<file path="src/rtl/urv_decode_sb.sv">
// urv_decode_sb: scoreboarded RV32I/M decode stage (Fetch -> Execute 1).
//
// Decodes the fetched instruction into registered X-stage fields. A per-register
// 3-bit countdown holds how many more edges a multi-cycle producer's result is
// unavailable. A consumer reading a busy register is held as a bubble until its
// operands are free.
//
// Parameters:
//   g_load_latency / g_shift_latency / g_mul_latency : producer latency (1..8)
//   g_with_hw_mul : 0 leaves multiplies undefined and untracked
//
// Ports:
//   clk_i, rst_i           clock, synchronous active-high reset
//   d_stall_i, d_kill_i    downstream freeze, flush of the D->X register
//   d_stall_req_o          hazard present, hold Fetch
//   f_ir_i, f_pc_i, f_valid_i  fetched instruction
//   rf_rs1_o, rf_rs2_o     combinational register-file read addresses
//   x_*                    registered X-stage instruction fields
//   d_stall_count_o        count of issued bubbles
//
// Optional feature: define URV_DECODE_STATS_EN to build the bubble counter.
// Without it, d_stall_count_o is tied to zero.

module urv_decode_sb #(
    parameter int unsigned g_load_latency  = 2,
    parameter int unsigned g_shift_latency = 2,
    parameter int unsigned g_mul_latency   = 2,
    parameter int unsigned g_with_hw_mul   = 0
) (
    input  logic        clk_i,
    input  logic        rst_i,
    input  logic        d_stall_i,
    input  logic        d_kill_i,
    output logic        d_stall_req_o,
    input  logic [31:0] f_ir_i,
    input  logic [31:0] f_pc_i,
    input  logic        f_valid_i,
    output logic [4:0]  rf_rs1_o,
    output logic [4:0]  rf_rs2_o,
    output logic        x_valid_o,
    output logic [31:0] x_pc_o,
    output logic [31:0] x_ir_o,
    output logic [4:0]  x_rs1_o,
    output logic [4:0]  x_rs2_o,
    output logic [4:0]  x_rd_o,
    output logic [4:0]  x_opcode_o,
    output logic [2:0]  x_fun_o,
    output logic [31:0] x_imm_o,
    output logic        x_rd_write_o,
    output logic        x_is_load_o,
    output logic        x_is_store_o,
    output logic        x_is_undef_o,
    output logic [31:0] d_stall_count_o
);

    localparam logic [4:0] OpcLoad   = 5'b00000;
    localparam logic [4:0] OpcOpImm  = 5'b00100;
    localparam logic [4:0] OpcAuipc  = 5'b00101;
    localparam logic [4:0] OpcStore  = 5'b01000;
    localparam logic [4:0] OpcOp     = 5'b01100;
    localparam logic [4:0] OpcLui    = 5'b01101;
    localparam logic [4:0] OpcBranch = 5'b11000;
    localparam logic [4:0] OpcJalr   = 5'b11001;
    localparam logic [4:0] OpcJal    = 5'b11011;
    localparam logic [4:0] OpcSystem = 5'b11100;

    localparam logic [2:0] FuncAdd = 3'b000;
    localparam logic [2:0] FuncSl  = 3'b001;
    localparam logic [2:0] FuncSr  = 3'b101;

    // Counter load values are latency minus one: the issue edge itself is the
    // first cycle of the producer's latency.
    localparam logic [2:0] LoadInit  = 3'(g_load_latency - 1);
    localparam logic [2:0] ShiftInit = 3'(g_shift_latency - 1);
    localparam logic [2:0] MulInit   = 3'(g_mul_latency - 1);
    localparam bit         HwMul     = (g_with_hw_mul != 0);

    // Fetch-side field decode
    logic [4:0]  f_opcode;
    logic [2:0]  f_fun;
    logic [4:0]  f_rs1;
    logic [4:0]  f_rs2;
    logic [4:0]  f_rd;
    logic        f_is_shift;
    logic        f_is_mul;
    logic        f_is_undef;
    logic        f_uses_rs2;
    logic        f_writes;
    logic        f_rd_write;
    logic [2:0]  f_fun_x;
    logic [31:0] f_imm;
    logic [2:0]  f_lat_m1;

    assign f_opcode = f_ir_i[6:2];
    assign f_fun    = f_ir_i[14:12];
    assign f_rs1    = f_ir_i[19:15];
    assign f_rs2    = f_ir_i[24:20];
    assign f_rd     = f_ir_i[11:7];

    assign rf_rs1_o = f_rs1;
    assign rf_rs2_o = f_rs2;

    assign f_is_shift = ((f_opcode == OpcOp) || (f_opcode == OpcOpImm)) &&
                        ((f_fun == FuncSl) || (f_fun == FuncSr)) && !f_ir_i[25];
    assign f_is_mul   = (f_opcode == OpcOp) && f_ir_i[25] && !f_fun[2];
    // No divider exists in any configuration, so divides are always undefined.
    assign f_is_undef = (f_opcode == OpcOp) && f_ir_i[25] && (f_fun[2] || !HwMul);
    assign f_uses_rs2 = (f_opcode == OpcOp) || (f_opcode == OpcBranch) ||
                        (f_opcode == OpcStore);

    always_comb begin
        f_writes = 1'b0;
        case (f_opcode)
            OpcOp, OpcOpImm, OpcJal, OpcJalr, OpcLui, OpcAuipc, OpcLoad: f_writes = 1'b1;
            OpcSystem: f_writes = (f_fun != 3'd0);
            default:   f_writes = 1'b0;
        endcase
    end

    assign f_rd_write = f_writes && (f_rd != 5'd0);

    always_comb begin
        f_fun_x = f_fun;
        case (f_opcode)
            OpcJal, OpcJalr, OpcLui, OpcAuipc: f_fun_x = FuncAdd;
            default: f_fun_x = f_fun;
        endcase
    end

    always_comb begin
        f_imm = 32'd0;
        case (f_opcode)
            OpcLoad, OpcOpImm, OpcJalr, OpcSystem:
                f_imm = {{20{f_ir_i[31]}}, f_ir_i[31:20]};
            OpcStore:
                f_imm = {{20{f_ir_i[31]}}, f_ir_i[31:25], f_ir_i[11:7]};
            OpcBranch:
                f_imm = {{20{f_ir_i[31]}}, f_ir_i[7], f_ir_i[30:25], f_ir_i[11:8], 1'b0};
            OpcLui, OpcAuipc:
                f_imm = {f_ir_i[31:12], 12'd0};
            OpcJal:
                f_imm = {{12{f_ir_i[31]}}, f_ir_i[19:12], f_ir_i[20], f_ir_i[30:21], 1'b0};
            default:
                f_imm = 32'd0;
        endcase
    end

    always_comb begin
        f_lat_m1 = 3'd0;
        if (f_opcode == OpcLoad) begin
            f_lat_m1 = LoadInit;
        end else if (f_is_shift) begin
            f_lat_m1 = ShiftInit;
        end else if (f_is_mul && HwMul) begin
            f_lat_m1 = MulInit;
        end
    end

    // Scoreboard
    logic [2:0]  cnt_q [31:1];
    logic [2:0]  cnt_d [31:1];
    logic [31:0] busy;
    logic        hazard;
    logic        issue;

    always_comb begin
        busy[0] = 1'b0;
        for (int i = 1; i < 32; i++) begin
            busy[i] = (cnt_q[i] != 3'd0);
        end
    end

    assign hazard = f_valid_i && !d_kill_i &&
                    (busy[f_rs1] || (f_uses_rs2 && busy[f_rs2]));
    assign issue  = f_valid_i && !d_kill_i && !hazard;

    assign d_stall_req_o = hazard;

    always_comb begin
        for (int i = 1; i < 32; i++) begin
            cnt_d[i] = busy[i] ? (cnt_q[i] - 3'd1) : 3'd0;
            // A new producer never shortens a countdown already in flight.
            if (issue && f_rd_write && (f_lat_m1 != 3'd0) && (f_rd == 5'(i)) &&
                (f_lat_m1 > cnt_d[i])) begin
                cnt_d[i] = f_lat_m1;
            end
        end
    end

    // X-stage registers
    logic        x_valid_q;
    logic [31:0] x_pc_q;
    logic [31:0] x_ir_q;
    logic [2:0]  x_fun_q;
    logic [31:0] x_imm_q;
    logic        x_rd_write_q;
    logic        x_is_load_q;
    logic        x_is_store_q;
    logic        x_is_undef_q;

    always_ff @(posedge clk_i) begin
        if (rst_i) begin
            x_valid_q    <= 1'b0;
            x_pc_q       <= 32'd0;
            x_ir_q       <= 32'd0;
            x_fun_q      <= 3'd0;
            x_imm_q      <= 32'd0;
            x_rd_write_q <= 1'b0;
            x_is_load_q  <= 1'b0;
            x_is_store_q <= 1'b0;
            x_is_undef_q <= 1'b0;
            for (int i = 1; i < 32; i++) begin
                cnt_q[i] <= 3'd0;
            end
        end else if (!d_stall_i) begin
            x_valid_q    <= issue;
            x_pc_q       <= d_kill_i ? 32'd0 : f_pc_i;
            x_ir_q       <= f_ir_i;
            x_fun_q      <= f_fun_x;
            x_imm_q      <= f_imm;
            x_rd_write_q <= f_rd_write;
            x_is_load_q  <= (f_opcode == OpcLoad);
            x_is_store_q <= (f_opcode == OpcStore);
            x_is_undef_q <= f_is_undef;
            for (int i = 1; i < 32; i++) begin
                cnt_q[i] <= cnt_d[i];
            end
        end
    end

    assign x_valid_o    = x_valid_q;
    assign x_pc_o       = x_pc_q;
    assign x_ir_o       = x_ir_q;
    assign x_rs1_o      = x_ir_q[19:15];
    assign x_rs2_o      = x_ir_q[24:20];
    assign x_rd_o       = x_ir_q[11:7];
    assign x_opcode_o   = x_ir_q[6:2];
    assign x_fun_o      = x_fun_q;
    assign x_imm_o      = x_imm_q;
    assign x_rd_write_o = x_rd_write_q;
    assign x_is_load_o  = x_is_load_q && x_valid_q;
    assign x_is_store_o = x_is_store_q && x_valid_q;
    assign x_is_undef_o = x_is_undef_q;

`ifdef URV_DECODE_STATS_EN
    logic [31:0] stall_count_q;

    always_ff @(posedge clk_i) begin
        if (rst_i) begin
            stall_count_q <= 32'd0;
        end else if (!d_stall_i && hazard) begin
            stall_count_q <= stall_count_q + 32'd1;
        end
    end

    assign d_stall_count_o = stall_count_q;
`else
    assign d_stall_count_o = 32'd0;
`endif

endmodule

</file>
<file path="config.mk">
export PLATFORM = sky130hd
export DESIGN_NAME = urv_decode_sb
export DESIGN_NICKNAME = d
export VERILOG_FILES = /design/src/rtl/urv_decode_sb.sv
export SDC_FILE = /design/constraint.sdc
export NUM_CORES = 1
export LEC_CHECK = 0
export CAP_MARGIN = 25
export CELL_PAD_IN_SITES_DETAIL_PLACEMENT = 1
export CELL_PAD_IN_SITES_GLOBAL_PLACEMENT = 2
export CORE_MARGIN = 3
export CORE_UTILIZATION = 30
export CTS_BUF_LIST = sky130_fd_sc_hd__clkbuf_8 sky130_fd_sc_hd__clkbuf_16
export DETAILED_ROUTE_END_ITERATION = 7
export GPL_ROUTABILITY_DRIVEN = 0
export GPL_TIMING_DRIVEN = 0
export PLACE_DENSITY = 0.89
export SETUP_SLACK_MARGIN = 0.4
export SLEW_MARGIN = 20
export SYNTH_ARGS = -nofsm -noshare
export SYNTH_HDL_FRONTEND = slang
export SYNTH_SLANG_ARGS = --single-unit
</file>
<file path="constraint.sdc">
create_clock -name clk_i -period 4.1 [get_ports clk_i]
set_input_delay 0.82 -clock clk_i [delete_from_list [all_inputs] [get_ports clk_i]]
set_output_delay 0.82 -clock clk_i [all_outputs]
set_load 0.02 [all_outputs]
</file>
==> qor.yml, run 1 <==
run_status:
  run_status: "completed"
drt:
  detail_route.vias_per_cell: 5.08
  finalWirelength_mm: 34.8
  drtAntennaViolNets: 0
  avgRoutedWirePerCell_um: 19.2
  detailroute.via_count: 9193
  drc: 0
  number_of_optimization_iterations_in_the_first_detailed_route_pass: 4
  drt-initial-drc-count: 546
synthesis:
  synthesis.area_mm2: 0.0100
  postSynthRegisterBits: 197
  dominantRegCellSynth: "sky130_fd_sc_hd__dfxtp_1"
  synth_most_common_cell: "sky130_fd_sc_hd__nor2_1"
  synth_top_family_by_area: "simple AND/OR/NAND/NOR gates"
  syn-mean-instance-area_um2: 9.12
  post_synth_most_frequent_cells: "sky130_fd_sc_hd__nor2_1 (189), sky130_fd_sc_hd__nand2_1 (150), sky130_fd_sc_hd__dfxtp_1 (104), sky130_fd_sc_hd__edfxtp_1 (93), sky130_fd_sc_hd__a21oi_1 (69)"
  async_flop_share_pct: 0
  synth_xor_area_share_pct: 0
  synth_edf_count: 93
  synth.area.mux_share_pct: 3.32
  synthAdderAreaFrac_pct: 3.86
  share_of_the_yosys_chip_area_belonging_to_registers_pct: 48.6
  synth.top_cells.by_area: "sky130_fd_sc_hd__edfxtp_1 (28%), sky130_fd_sc_hd__dfxtp_1 (21%), sky130_fd_sc_hd__nor2_1 (7.1%)"
  syn_inst: 1100
  yosys.cell_types.count: 57
  synth_warnings: 0
  synth-compound-area-share_pct: 15.2
  post-synth-top-area-cell: "sky130_fd_sc_hd__edfxtp_1"
  synthSimpleGateAreaFrac_pct: 21.9
  netlist.area_leader.share_pct: 27.8
global_route:
  first_pass_grt_wire_length_mm: 53.8
  grt.busiest_layer: "met2"
  grt_max_degree: 34
  globalRouteTotalUtil_pct: 19.1
  first_global_vias: 9255
  grt.overflow.total: 0
  antenna_found_initial: 0
  gr-usage-met1_pct: 24.4
  gr-usage-met3_pct: 3.76
  grt_util_met2_pct: 33.0
worst_setup_path:
  timing.critical_path.to_type: "output port"
  worstReg2RegStart: "cnt_q[0][42]"
  cp_slowest_stage_delay_ns: 0.44
  worst-setup-path-type: "in2out"
  rrSetupSlack_ns: 1.15
  cp_cell_sequence: "clkdlybuf4s15_2, buf_6, nor2_1, a221oi_1, a211oi_1, a2111oi_4, o311ai_4, nand2_4, and2_1, buf_4"
  worst_setup_path_start_kind: "input port"
  worst-r2r-cell-count: 10
  cp_data_required_time_ns: 3.28
  worstPathMaxFanout: 10
  cpMaxStageDelayCell: "sky130_fd_sc_hd__a2111oi_4"
  reg2reg_to: "cnt_q[0][51]"
  worst-endpoint-arrival_ns: 2.85
sta:
  fmaxAchievable_mhz: 273
  finalCritPeriodShare_pct: 89.4
  timing.final.crit_period_ns: 3.67
  setup_total_negative_slack_ns: 0
  unrepaired_setup_endpoints_after_global_routing: "true"
  final_hold_viol_count: 0
  setup_ws_ns: 0.433
  final_setup_fails: 0
  final.hold.worst_slack_ns: 0.459
  worst_case_headroom_to_the_max_slew_limit_pct: 40.7
  worst_slew_pin_slew_ns: 0.887
  drv_slew: 0
  worst_clock_skew_on_the_final_layout_ns: 0.0167
clock_network:
  htree_num_levels: 4
  cts_num_sinks: 197
  clk_root_buffer_cell: "sky130_fd_sc_hd__clkbuf_16"
  number_of_buffers_created_by_cts: 17
  cts_max_path_buffers: 2
  cts_tree: "built"
  clkTransAtPathRegs_ns: 0.08
  hold_buffers: 0
  clock_latency_ns: 0.45
layout:
  final_area_mm2: 0.0135
  post_route_cells_drive_above_1_share_pct: 10.4
  final_nets: 1457
  utilization_pct: 41.3
  finalNonFillerCells: 1811
  insertedDiodeCount: 0
  flow.area_growth_from_synthesis_pct: 34.8
flow_run:
  max_cap_viol_count: 0
power:
  total_power_mw: 4.86
  pwr_density_cell_mw_per_mm2: 359
  ir_drop_mv: 0.286
  static-leakage-power_nw: 5.01
min_path:
  worst_hold_path_type: "reg2reg"
  timing.hold.worst.start: "x_imm_o[24]"
  min_to: "x_imm_o[24]"
  hold_depth: 2
floorplan:
  initial_core_util_pct: 30.6
  rows: 66
  core_mm2: 0.0328
  ioPinCount: 236
  die_area_mm2: 0.0357
  die-width_um: 189
  chipHeight_um: 189
placement:
  placement.cell_area_mm2: 0.0128
  place_inst: 1774
  numPortBuffers: 197
  dpl.hpwl_mm: 25.8
  post-place-ws_ns: -1.28
report_power, final:
part | internal [mW] | total [mW] | switching [mW] | leakage [nW]
combinational | 0.364 | 0.853 | 0.489 | 2.83
sequential | 2.16 | 2.26 | 0.103 | 1.88
clock | 0.908 | 1.74 | 0.836 | 0.301
total | 3.43 | 4.86 | 1.43 | 5.01
placed cells by master, fill, tap and decap left out, types with 5 or more instances in the layout:
cell type                           n
sky130_fd_sc_hd__o21ai_1           24
sky130_fd_sc_hd__ha_1              31
sky130_fd_sc_hd__clkdlybuf4s50_1  190
sky130_fd_sc_hd__nor2b_1            8
sky130_fd_sc_hd__o2bb2ai_1          8
sky130_fd_sc_hd__a22o_1            38
sky130_fd_sc_hd__edfxtp_1          93
sky130_fd_sc_hd__clkbuf_16         17
sky130_fd_sc_hd__nand3_1           30
sky130_fd_sc_hd__nand2_1          149
sky130_fd_sc_hd__a2111oi_0          9
sky130_fd_sc_hd__dfxtp_1          104
sky130_fd_sc_hd__nor4_1            17
sky130_fd_sc_hd__o22ai_1            5
sky130_fd_sc_hd__nor2_1           188
sky130_fd_sc_hd__buf_4             71
sky130_fd_sc_hd__o21ai_0           29
sky130_fd_sc_hd__nand4_1            9
sky130_fd_sc_hd__nor3_1            51
sky130_fd_sc_hd__conb_1            32
sky130_fd_sc_hd__a22oi_1            8
sky130_fd_sc_hd__mux2i_1           31
sky130_fd_sc_hd__a21oi_1           69
sky130_fd_sc_hd__a211oi_1           8
sky130_fd_sc_hd__inv_1              8
sky130_fd_sc_hd__nand2b_1          10
sky130_fd_sc_hd__clkbuf_1          33
layer usage:
| metal | wire [µm] | vias up |
|---|---|---|
| met2 | 17200 | 232 |
| met1 | 15200 | 4532 |
| met4 | 681 | 0 |
| met3 | 1640 | 38 |
| li1 | - | 4391 |
| met5 | 0 | - |
worst max-delay path by stage:
stage	slack [ns]	from	end	cells past startpoint
2_1_floorplan	0.56	d_stall_i	cnt_q[0][10]	5
3_3_place_gp	-1.27	f_ir_i[20]	d_stall_req_o	11
3_5_place_dp	-1.28	f_ir_i[20]	d_stall_req_o	11
4_1_cts	0.42	f_ir_i[20]	d_stall_req_o	10
5_1_grt	0.35	f_ir_i[21]	d_stall_req_o	10
6_report	0.43	f_ir_i[21]	d_stall_req_o	10
flip-flops by register name, indices dropped and copies added, names as in the netlist:
register / count
cnt_q: 93
x_imm_o: 32
x_pc_o: 32
x_rd_write_o: 1
x_fun_o: 3
x_is_load_q: 1
x_is_store_q: 1
x_ir_o: 32
x_valid_o: 1
x_is_undef_o: 1
worst max-delay path: cells and delay by family:
kind	cells	cell delay (ns)
AOI/OAI and AO/OA	4	1.09
and+or+nand+nor	3	0.32
buffers and inverters	3	0.60
area by class of cell:
cell class	instances	area, µm²
clock inverter	13	153
timing repair buffer	207	2100
clock buffer	18	439
tap	442	553
multi-input combinational	812	4640
sequential	197	4870
buffer	113	732
inverter	9	37.5
fill	3775	19300
repair_timing:
item	CTS	global route
buffers inserted	5	1
setup endpoints to repair	1	17
resized for setup	41	2
pin swaps	4	2
cells by family (layout without fill, tap and decap cells):
kind of cell               after synthesis  in the layout
AOI/OAI and AO/OA                      227            227
adders and majority gates               31             31
buffers and inverters                  122            360
DFF                                    197            197
muxes                                   32             32
other                                    1             32
and+or+nand+nor                        490            490
No activity file was read; power rests on OpenSTA's default activity.
==> inputs of run 2 (changes only) <==
- PLACE_DENSITY: 0.89 -> 0.82
==> qor.yml, run 2 (synthesized netlist as in run 1, its figures left out) <==
worst_setup_path:
  worst-endpoint-arrival_ns: 2.88
  cp_slowest_stage_delay_ns: 0.53
  cpMaxStageDelayCell: "sky130_fd_sc_hd__clkdlybuf4s50_1"
  cp_data_required_time_ns: 3.28
  timing.critical_path.to_type: "output port"
  worst-setup-path-type: "in2out"
  worstPathMaxFanout: 10
  worst_setup_path_start_kind: "input port"
  cp_cell_sequence: "clkdlybuf4s50_1, clkbuf_2, nand2_1, a2111oi_4, o311ai_4, nand2_4, and2_1, buf_4"
  critPathBufInv: 3
  crit_family: "buffers and inverters"
global_route:
  globalRouteTotalUtil_pct: 19.7
  antenna_found_initial: 0
  first_pass_grt_wire_length_mm: 54.8
  first_global_vias: 9329
  grt.overflow.total: 0
  grt_max_degree: 30
sta:
  worst_case_headroom_to_the_max_slew_limit_pct: 33.7
  drv_slew: 0
  final.hold.worst_slack_ns: 0.457
  setup_total_negative_slack_ns: 0
  final_hold_viol_count: 0
  worst_clock_skew_on_the_final_layout_ns: 0.0134
  unrepaired_setup_endpoints_after_global_routing: "true"
  timing.final.crit_period_ns: 3.70
  worst_slew_pin_slew_ns: 0.991
  final_setup_fails: 0
  finalCritPeriodShare_pct: 90.3
  fmaxAchievable_mhz: 270
floorplan:
  rows: 66
  ioPinCount: 236
  initial_core_util_pct: 30.6
  die-width_um: 189
  core_mm2: 0.0328
  chipHeight_um: 189
  die_area_mm2: 0.0357
layout:
  final_cell_mix: "sky130_fd_sc_hd__clkdlybuf4s50_1 (190), sky130_fd_sc_hd__nor2_1 (188), sky130_fd_sc_hd__nand2_1 (149), sky130_fd_sc_hd__dfxtp_1 (104), sky130_fd_sc_hd__edfxtp_1 (93)"
  final_common_cell: "sky130_fd_sc_hd__clkdlybuf4s50_1"
  flow.area_growth_from_synthesis_pct: 34.7
  post_route_cells_drive_above_1_share_pct: 10.2
  insertedDiodeCount: 0
  largest_reg_flops: 93
  largest_register: "cnt_q"
  final_nets: 1456
run_status:
  run_status: "completed"
drt:
  drc: 0
  avgRoutedWirePerCell_um: 19.7
  drtAntennaViolNets: 0
  finalWirelength_mm: 35.6
  detail_route.vias_per_cell: 5.09
  drt-initial-drc-count: 571
  detailroute.via_count: 9210
  number_of_optimization_iterations_in_the_first_detailed_route_pass: 7
power:
  total_power_mw: 4.80
  static-leakage-power_nw: 5.02
  pwr_density_cell_mw_per_mm2: 355
  ir_drop_mv: 0.307
clock_network:
  hold_buffers: 0
  cts_tree: "built"
  htree_num_levels: 4
  clkTransAtPathRegs_ns: 0.07
  cts_max_path_buffers: 2
  clock_latency_ns: 0.45
  number_of_buffers_created_by_cts: 17
  clk_root_buffer_cell: "sky130_fd_sc_hd__clkbuf_16"
  cts_num_sinks: 197
flow_run:
  max_cap_viol_count: 0
min_path:
  worst_hold_path_type: "reg2reg"
placement:
  dpl.hpwl_mm: 26.4
  numPortBuffers: 197
## run 2: path summary, 6_finish.rpt
| check | from | to | slack, ns | depth (start not counted) |
|---|---|---|---|---|
| hold reg to reg | x_imm_o[17] | x_imm_o[17] | 0.46 | 2 |
| setup reg to reg | cnt_q[0][43] | cnt_q[0][54] | 1.21 | 9 |
| hold / removal | x_imm_o[17] | x_imm_o[17] | 0.46 | 2 |
| setup / recovery | f_ir_i[5] | d_stall_req_o | 0.40 | 8 |
## run 2: what timing repair did
action	in CTS	in global routing
setup endpoints to repair	27	4
cloned	0	0
setup buffers	3	1
resized for setup	34	8
endpoints found under the hold margin	0	0
pin swaps	5	2
## run 2: metrics by stage
stage | utilization, % | setup WS [ns] | instance area [µm²] | std cells
final | 41.2 | 0.399 | 13500 | 1811
after global routing | 41.2 | 0.344 | 13500 | 1811
after CTS | 41.1 | 0.323 | 13500 | 1810
after detailed placement | 39.1 | -1.36 | 12800 | 1775
after global placement | 38.7 | -1.38 | 12700 | 1770
after floorplan | - | 0.560 | 10200 | 1131
## run 2: layout make-up
cell class                      instances  area [µm²]
Clock buffer                           17         425
Timing Repair Buffer                  206        2120
Clock inverter                         15         145
Buffer                                113         731
Fill cell                            3816       19300
Multi-Input combinational cell        812        4630
Tap cell                              442         553
Sequential cell                       197        4870
Inverter                                9        37.5
## run 2: layer usage
layer | wire length [µm] | global-route usage, % | up-vias
li1 | - | - | 4379
met1 | 15700 | 25.3 | 4547
met2 | 17600 | 34.3 | 250
met3 | 1810 | 3.74 | 34
met4 | 571 | 4.96 | 0
met5 | 0 | 0 | -
## run 2: tightest hold or removal path, stage by stage, from the launching register on
cell	delay, ns
sky130_fd_sc_hd__dfxtp_1	0.33
sky130_fd_sc_hd__nand2_1	0.04
sky130_fd_sc_hd__o21ai_0	0.05
## run 2: power by group
group | internal (mW) | total, mW | leakage [nW] | switching, mW
registers | 2.16 | 2.26 | 1.88 | 0.0999
clock network | 0.810 | 1.68 | 0.286 | 0.871
logic | 0.365 | 0.859 | 2.85 | 0.495
